$ cat src/rtl/signed_accum.sv
// Frame accumulator: sums N_SAMPLES signed samples with saturation.
// The result is held with a sticky overflow flag until the consumer takes it.
module signed_accum #(
    parameter int DATA_W    = 4,
    parameter int ACC_W     = 6,
    parameter int N_SAMPLES = 8
) (
    input  logic              clk,
    input  logic              rst,
    input  logic              clear,
    input  logic              in_valid,
    input  logic [DATA_W-1:0] in_data,
    output logic              in_ready,
    output logic              out_valid,
    input  logic              out_ready,
    output logic [ACC_W-1:0]  out_sum,
    output logic              out_ovf
);

    localparam int CNT_W = (N_SAMPLES > 1) ? $clog2(N_SAMPLES) : 1;
    localparam logic [CNT_W-1:0] LAST_COUNT = CNT_W'(N_SAMPLES - 1);
    localparam logic [ACC_W-1:0] SUM_MAX    = {1'b0, {(ACC_W-1){1'b1}}};
    localparam logic [ACC_W-1:0] SUM_MIN    = {1'b1, {(ACC_W-1){1'b0}}};

    typedef enum logic {ACCUM = 1'b0, HOLD = 1'b1} state_t;

    state_t           state_reg, state_next;
    logic [ACC_W-1:0] sum_reg;
    logic [CNT_W-1:0] count_reg;
    logic             ovf_reg;

    logic             accept;
    logic             take;
    logic             last_sample;
    logic [ACC_W:0]   sum_wide;
    logic             pos_clamp;
    logic             neg_clamp;
    logic [ACC_W-1:0] sum_sat;

    assign accept      = in_valid && in_ready;
    assign take        = out_valid && out_ready;
    assign last_sample = (count_reg == LAST_COUNT);

    // One guard bit is enough: a single sample can at most push the sum one
    // range beyond ACC_W, so disagreement of the top two bits means overflow.
    assign sum_wide  = {sum_reg[ACC_W-1], sum_reg}
                     + {{(ACC_W+1-DATA_W){in_data[DATA_W-1]}}, in_data};
    assign pos_clamp = ~sum_wide[ACC_W] &  sum_wide[ACC_W-1];
    assign neg_clamp =  sum_wide[ACC_W] & ~sum_wide[ACC_W-1];

    always_comb begin
        sum_sat = sum_wide[ACC_W-1:0];
        if (pos_clamp) begin
            sum_sat = SUM_MAX;
        end else if (neg_clamp) begin
            sum_sat = SUM_MIN;
        end
    end

    always_ff @(posedge clk) begin
        if (rst) begin
            state_reg <= ACCUM;
        end else begin
            state_reg <= state_next;
        end
    end

    always_comb begin
        state_next = state_reg;
        if (clear) begin
            state_next = ACCUM;
        end else begin
            case (state_reg)
                ACCUM:   if (accept && last_sample) state_next = HOLD;
                HOLD:    if (take) state_next = ACCUM;
                default: state_next = ACCUM;
            endcase
        end
    end

    always_comb begin
        in_ready  = (state_reg == ACCUM);
        out_valid = (state_reg == HOLD);
        out_sum   = sum_reg;
        out_ovf   = ovf_reg;
    end

    // Clear outranks both handshakes, so a sample offered with clear is lost.
    always_ff @(posedge clk) begin
        if (rst || clear) begin
            sum_reg   <= '0;
            count_reg <= '0;
            ovf_reg   <= 1'b0;
        end else if (accept) begin
            sum_reg   <= sum_sat;
            count_reg <= count_reg + 1'b1;
            ovf_reg   <= ovf_reg | pos_clamp | neg_clamp;
        end else if (take) begin
            sum_reg   <= '0;
            count_reg <= '0;
            ovf_reg   <= 1'b0;
        end
    end

endmodule

$ cat config.mk
export PLATFORM = sky130hd
export DESIGN_NAME = signed_accum
export DESIGN_NICKNAME = d
export VERILOG_FILES = /design/src/rtl/signed_accum.sv
export SDC_FILE = /design/constraint.sdc
export NUM_CORES = 1
export LEC_CHECK = 0
export BUFFER_PORTS_ARGS = -buffer_cell sky130_fd_sc_hd__buf_2
export CAP_MARGIN = 20
export CORE_MARGIN = 3
export CORE_UTILIZATION = 25
export CTS_BUF_LIST = sky130_fd_sc_hd__clkbuf_8
export DETAILED_ROUTE_END_ITERATION = 7
export HOLD_SLACK_MARGIN = 0.12
export SYNTH_ARGS = -nofsm -noshare
export SYNTH_HDL_FRONTEND = slang
export SYNTH_SLANG_ARGS = --single-unit
export TNS_END_PERCENT = 5
$ cat constraint.sdc
create_clock -name clk -period 2.4 [get_ports clk]
set_input_delay 0.12 -clock clk [delete_from_list [all_inputs] [get_ports clk]]
set_output_delay 0.12 -clock clk [all_outputs]
set_load 0.02 [all_outputs]
* Word level (Yosys, flattened, before mapping)
Index checks and enable logic that the tools add are counted.
Storage, ports and cells: flip-flop bits (word level) 11, input bits 9, output and inout bits 9, word-level logic and storage cells 31
Operators by class: add/subtract/negate cells 2, eq/ne operators 1, muxes and demuxes 11, bitwise operators 7, reduce and logical (&&, ||, !) cells 6
Operators by type and width (count):
- 2-to-1 mux 6 bit | 4
- adder 6 x 4 -> 7 bit | 1
- 2-to-1 mux 3 bit | 2
- 2-to-1 mux 1 bit | 4
- adder 3 x 1 -> 3 bit, second input constant | 1
- == test 3 bit, second input constant | 1
- logical AND 1 bit | 3
- NOT 1 bit | 3
- bitwise AND 1 bit | 2
- OR 1 bit | 2
- case mux 1 bit (2 select lines) | 1
- nonzero test 2 bit | 1
- OR reduction 2 bit | 1
- logical OR 1 bit | 1

* Longest topological paths before layout
depth in word-level cells 6, gate-level depth with buffers 8, depth with buffers taken out 8

* Worst setup path after synthesis
Ideal clock, no wire load.
path kind reg-to-reg, from register sum_reg[0] (netlist: out_sum[0]), to register sum_reg[3] (netlist: out_sum[3]), library setup time 0.095 ns, arrival 1.911 ns, data required time 2.305 ns, path slack 0.394 ns, cell stages (with the launch flop) 9, path buffers 0, period minus slack after synthesis 2.006 ns, cell sequence dfxtp_1 -> ha_1 -> inv_1 -> fa_1 -> nand2b_1 -> o2bb2ai_1 -> nand4_1 -> o311ai_2 -> o311ai_1
On the way: longest elaborated chain between the ends 6, elaborated cells between the ends (all ways) 8, those cells by class add/sub: 1; mux: 3; bitwise: 4
Ends and longest elaborated chain:
- start: declaration | line 28 | logic [ACC_W-1:0] sum_reg;
- start signal: assignment | line 95 | sum_reg <= sum_sat;
- adder 6 x 4 -> 7 bit * | line 47 | + {{(ACC_W+1-DATA_W){in_data[DATA_W-1]}}, in_data};
- NOT 1 bit | line 49 | assign neg_clamp = sum_wide[ACC_W] & ~sum_wide[ACC_W-1];
- bitwise AND 1 bit | line 49
- 2-to-1 mux 6 bit | line 55 | end else if (neg_clamp) begin
- 2-to-1 mux 6 bit * | line 53 | if (pos_clamp) begin
- 2-to-1 mux 6 bit * | line 94 | end else if (accept) begin
Mark *: on every way between the ends. The rest lies on a longest branch, timed or not. A chain may end at the register's enable or synchronous reset.

* Worst setup path after layout
from register sum_reg[0] (netlist: out_sum[0]), to register sum_reg[4] (netlist: out_sum[4])
The elaborated chain is that of the path after synthesis.

==> qor.yml <==
outcome:
  outcome: "finished, final reports clean"
synthesis:
  synth_cell_types: 36
  ys_ff_latch: 11
  synth_xor_area_share_pct: 1.095
  synth_area_per_cell_um2: 8.597
  synth_compound_area_share_pct: 27.23
  synthMuxAreaShare_pct: 1.721
  synth_commonest_cells: "11 x dfxtp_1, 11 x nor2_1, 9 x nand2_1"
  async_flop_share_pct: 0
  synth_simple_gate_area_share_pct: 21.75
  netlist_instances: 93
  syn_area_um2: 799.5
  synthAdderAreaFrac_pct: 15.02
  synth.area.top_cells: "dfxtp_1 28%, ha_1 13%, nor2_1 5.2%"
  synth_ff_type: "dfxtp_1"
  synth_top_family_by_area: "compound AO/OA/AOI/OAI gates"
  synth_edf_count: 0
  synth_top_area_share_pct: 27.54
  syn_nets: 111
  synth_area_leader_cell: "dfxtp_1"
  seq_area_frac_synth_pct: 27.54
  synth_warnings: 0
die:
  die_w_um: 62.55
  ios: 18
  core_um2: 2900
  die-area_um2: 3913
  start_util_pct: 27.57
  die_height_um: 62.55
  fp-row-count: 19
power:
  powerDensity_nw_per_um2: 496.3
  power.share.sequential_pct: 41.2
  clkPwrFrac_pct: 36.5
  switching_power_uw: 134.3
  finalPower_uw: 480.0
  ir_drop_v: 0.0001816
  swShare_pct: 27.97
  internal_power_uw: 345.7
  combPwrFrac_pct: 22.4
  power_leakage_nw: 0.4204
placed_design:
  gp_congestion: 0.7609
  port_buffers: 17
  dp.cells: 150
  dp_hpwl_um: 1436
timing:
  fin_skew_ns: 0.003569
  rsz0062_at_grt: "no"
  tightest_slew_ns: 0.4551
  finalCritPeriodShare_pct: 86.48
  slew_viol_final: 0
  hold_ws_ns: 0.2371
  fin_tns_setup_ns: 0
  finalCriticalPeriod_ns: 2.076
  final-setup-viol-count: 0
  slew_headroom_pct: 69.60
  finalHoldViolCount: 0
  fmax_mhz: 481.8
critical_path:
  cp.required_ns: 2.53
  crit_slowest_cell: "fa_1"
  crit_chain: "ha_1 -> inv_1 -> fa_1 -> nand2b_1 -> o2bb2ai_1 -> nand4_1 -> o311ai_2 -> o311ai_1"
  worstSetupEndpointType: "flip-flop"
  path_class: "reg2reg"
  startpoint_type: "flip-flop"
  arrival_ns: 2.20
  path_max_fanout: 5
  crit_path_max_incr_delay_ns: 0.39
hold_path:
  hold_class: "in2reg"
routing:
  drtPass1Iterations: 4
  vias: 726
  ant_nets: 0
  viasPerCell: 4.714
  routed_wl_um: 1739
  route.detailed.drc: 0
  first_iter_violations: 7
  wire_per_inst_um: 11.29
finish:
  largest_reg_flops: 6
  drive_gt1_share_pct: 25.00
  area_growth_syn_to_layout_pct: 20.97
  nets: 131
  num-fill-cells: 313
  stdcell_count: 154
  antenna_cells: 0
  post-route-util_pct: 33.35
clocking:
  root_buffer: "clkbuf_8"
  numCtsBuffers: 3
  htreeDepth: 1
  clk_latency_ns: 0.23
  ctsResizeCount: 0
  cts_hold_buf: 0
  path_clk_slew_ns: 0.05
  cts_setup_buffers: 0
  clockBufferDepth: 2
  cts_tree: "done"
  clock_sinks: 11
global_routing:
  grt_max_degree: 10
  antenna_found_initial: 0
  grt_pass1_wl_um: 3105
  first_global_vias: 729
  globalRouteTotalUtil_pct: 9.606
  overflow: 0
run:
  drv_cap: 0
## metrics by stage
stage / setup WS [ns] / instance area (um2)
6_report: 0.3244 / 967.2
5_1_grt: 0.1823 / 967.2
4_1_cts: 0.3466 / 967.2
3_5_place_dp: 0.3702 / 922.1
3_3_place_gp: 0.4718 / 922.1
2_1_floorplan: 0.3938 / 799.5
## cell families (layout without fill, tap and decap cells)
logic type / after synthesis / in the layout
adder cells (fa/ha/maj): 9 / 9
XOR/XNOR: 1 / 1
multiplexers: 1 / 1
flip-flops: 11 / 11
buffers and inverters: 10 / 29
AO/OA/AOI/OAI: 28 / 28
AND/OR/NAND/NOR: 33 / 33
## per-layer routing
layer / GRT usage, % / up-vias / part of all wire [%]
met2: 15.58 / 10 / 49
met1: 12.03 / 336 / 46
li1: - / 376 / -
met4: 5.785 / 0 / 2.2
met5: 0 / - / 0
met3: 1.259 / 4 / 2.1
## area by class of cell
cell class | instances | area (um2) | area share (%)
clock buffers | 3 | 41.29 | 4.269
well taps | 42 | 52.55 | 5.433
multi-input cells | 72 | 534.3 | 55.24
clock inverters | 1 | 3.754 | 0.3881
flip-flops and latches | 11 | 220.2 | 22.77
repair buffers | 17 | 85.08 | 8.797
inverters | 8 | 30.03 | 3.105
## power by group through the flow
stage                     Sequential [mW]  Combinational [mW]  Clock [mW]
after floorplan                     0.207              0.0722           0
after global placement              0.201               0.106           0
after detailed placement            0.201               0.107           0
after CTS                           0.197               0.108       0.180
after global routing                0.199               0.121       0.192
final                               0.198               0.107       0.175
## placed cells by master (no fill, tap or decap), types with 2 or more instances in the layout
| cell | n |
|---|---|
| a21oi_1 | 6 |
| buf_2 | 17 |
| o311ai_1 | 2 |
| a22oi_1 | 4 |
| or2_1 | 2 |
| nand2_1 | 9 |
| dfxtp_1 | 11 |
| clkbuf_8 | 3 |
| o211ai_1 | 3 |
| a211oi_1 | 2 |
| nand4_1 | 2 |
| nor2_1 | 11 |
| a21o_1 | 2 |
| ha_1 | 8 |
| inv_1 | 9 |
## critical path, delay by kind of cell, from the launching register on
kind	cells	cell delay [ns]
buffers and inverters	1	0.06
flip-flops	1	0.35
adder cells (fa/ha/maj)	2	0.59
AND/OR/NAND/NOR	2	0.31
AO/OA/AOI/OAI	3	0.65
## worst paths after layout
kind	from	endpoint	slack (ns)	depth (start not counted)
max reg2reg	out_sum[0]	out_sum[4]	0.32	8
max	out_sum[0]	out_sum[4]	0.32	8
min	out_ready	out_valid	0.24	3
min reg2reg	count_reg[0]	count_reg[0]	0.48	1
Note: power is estimated with default switching activity, not from simulation.
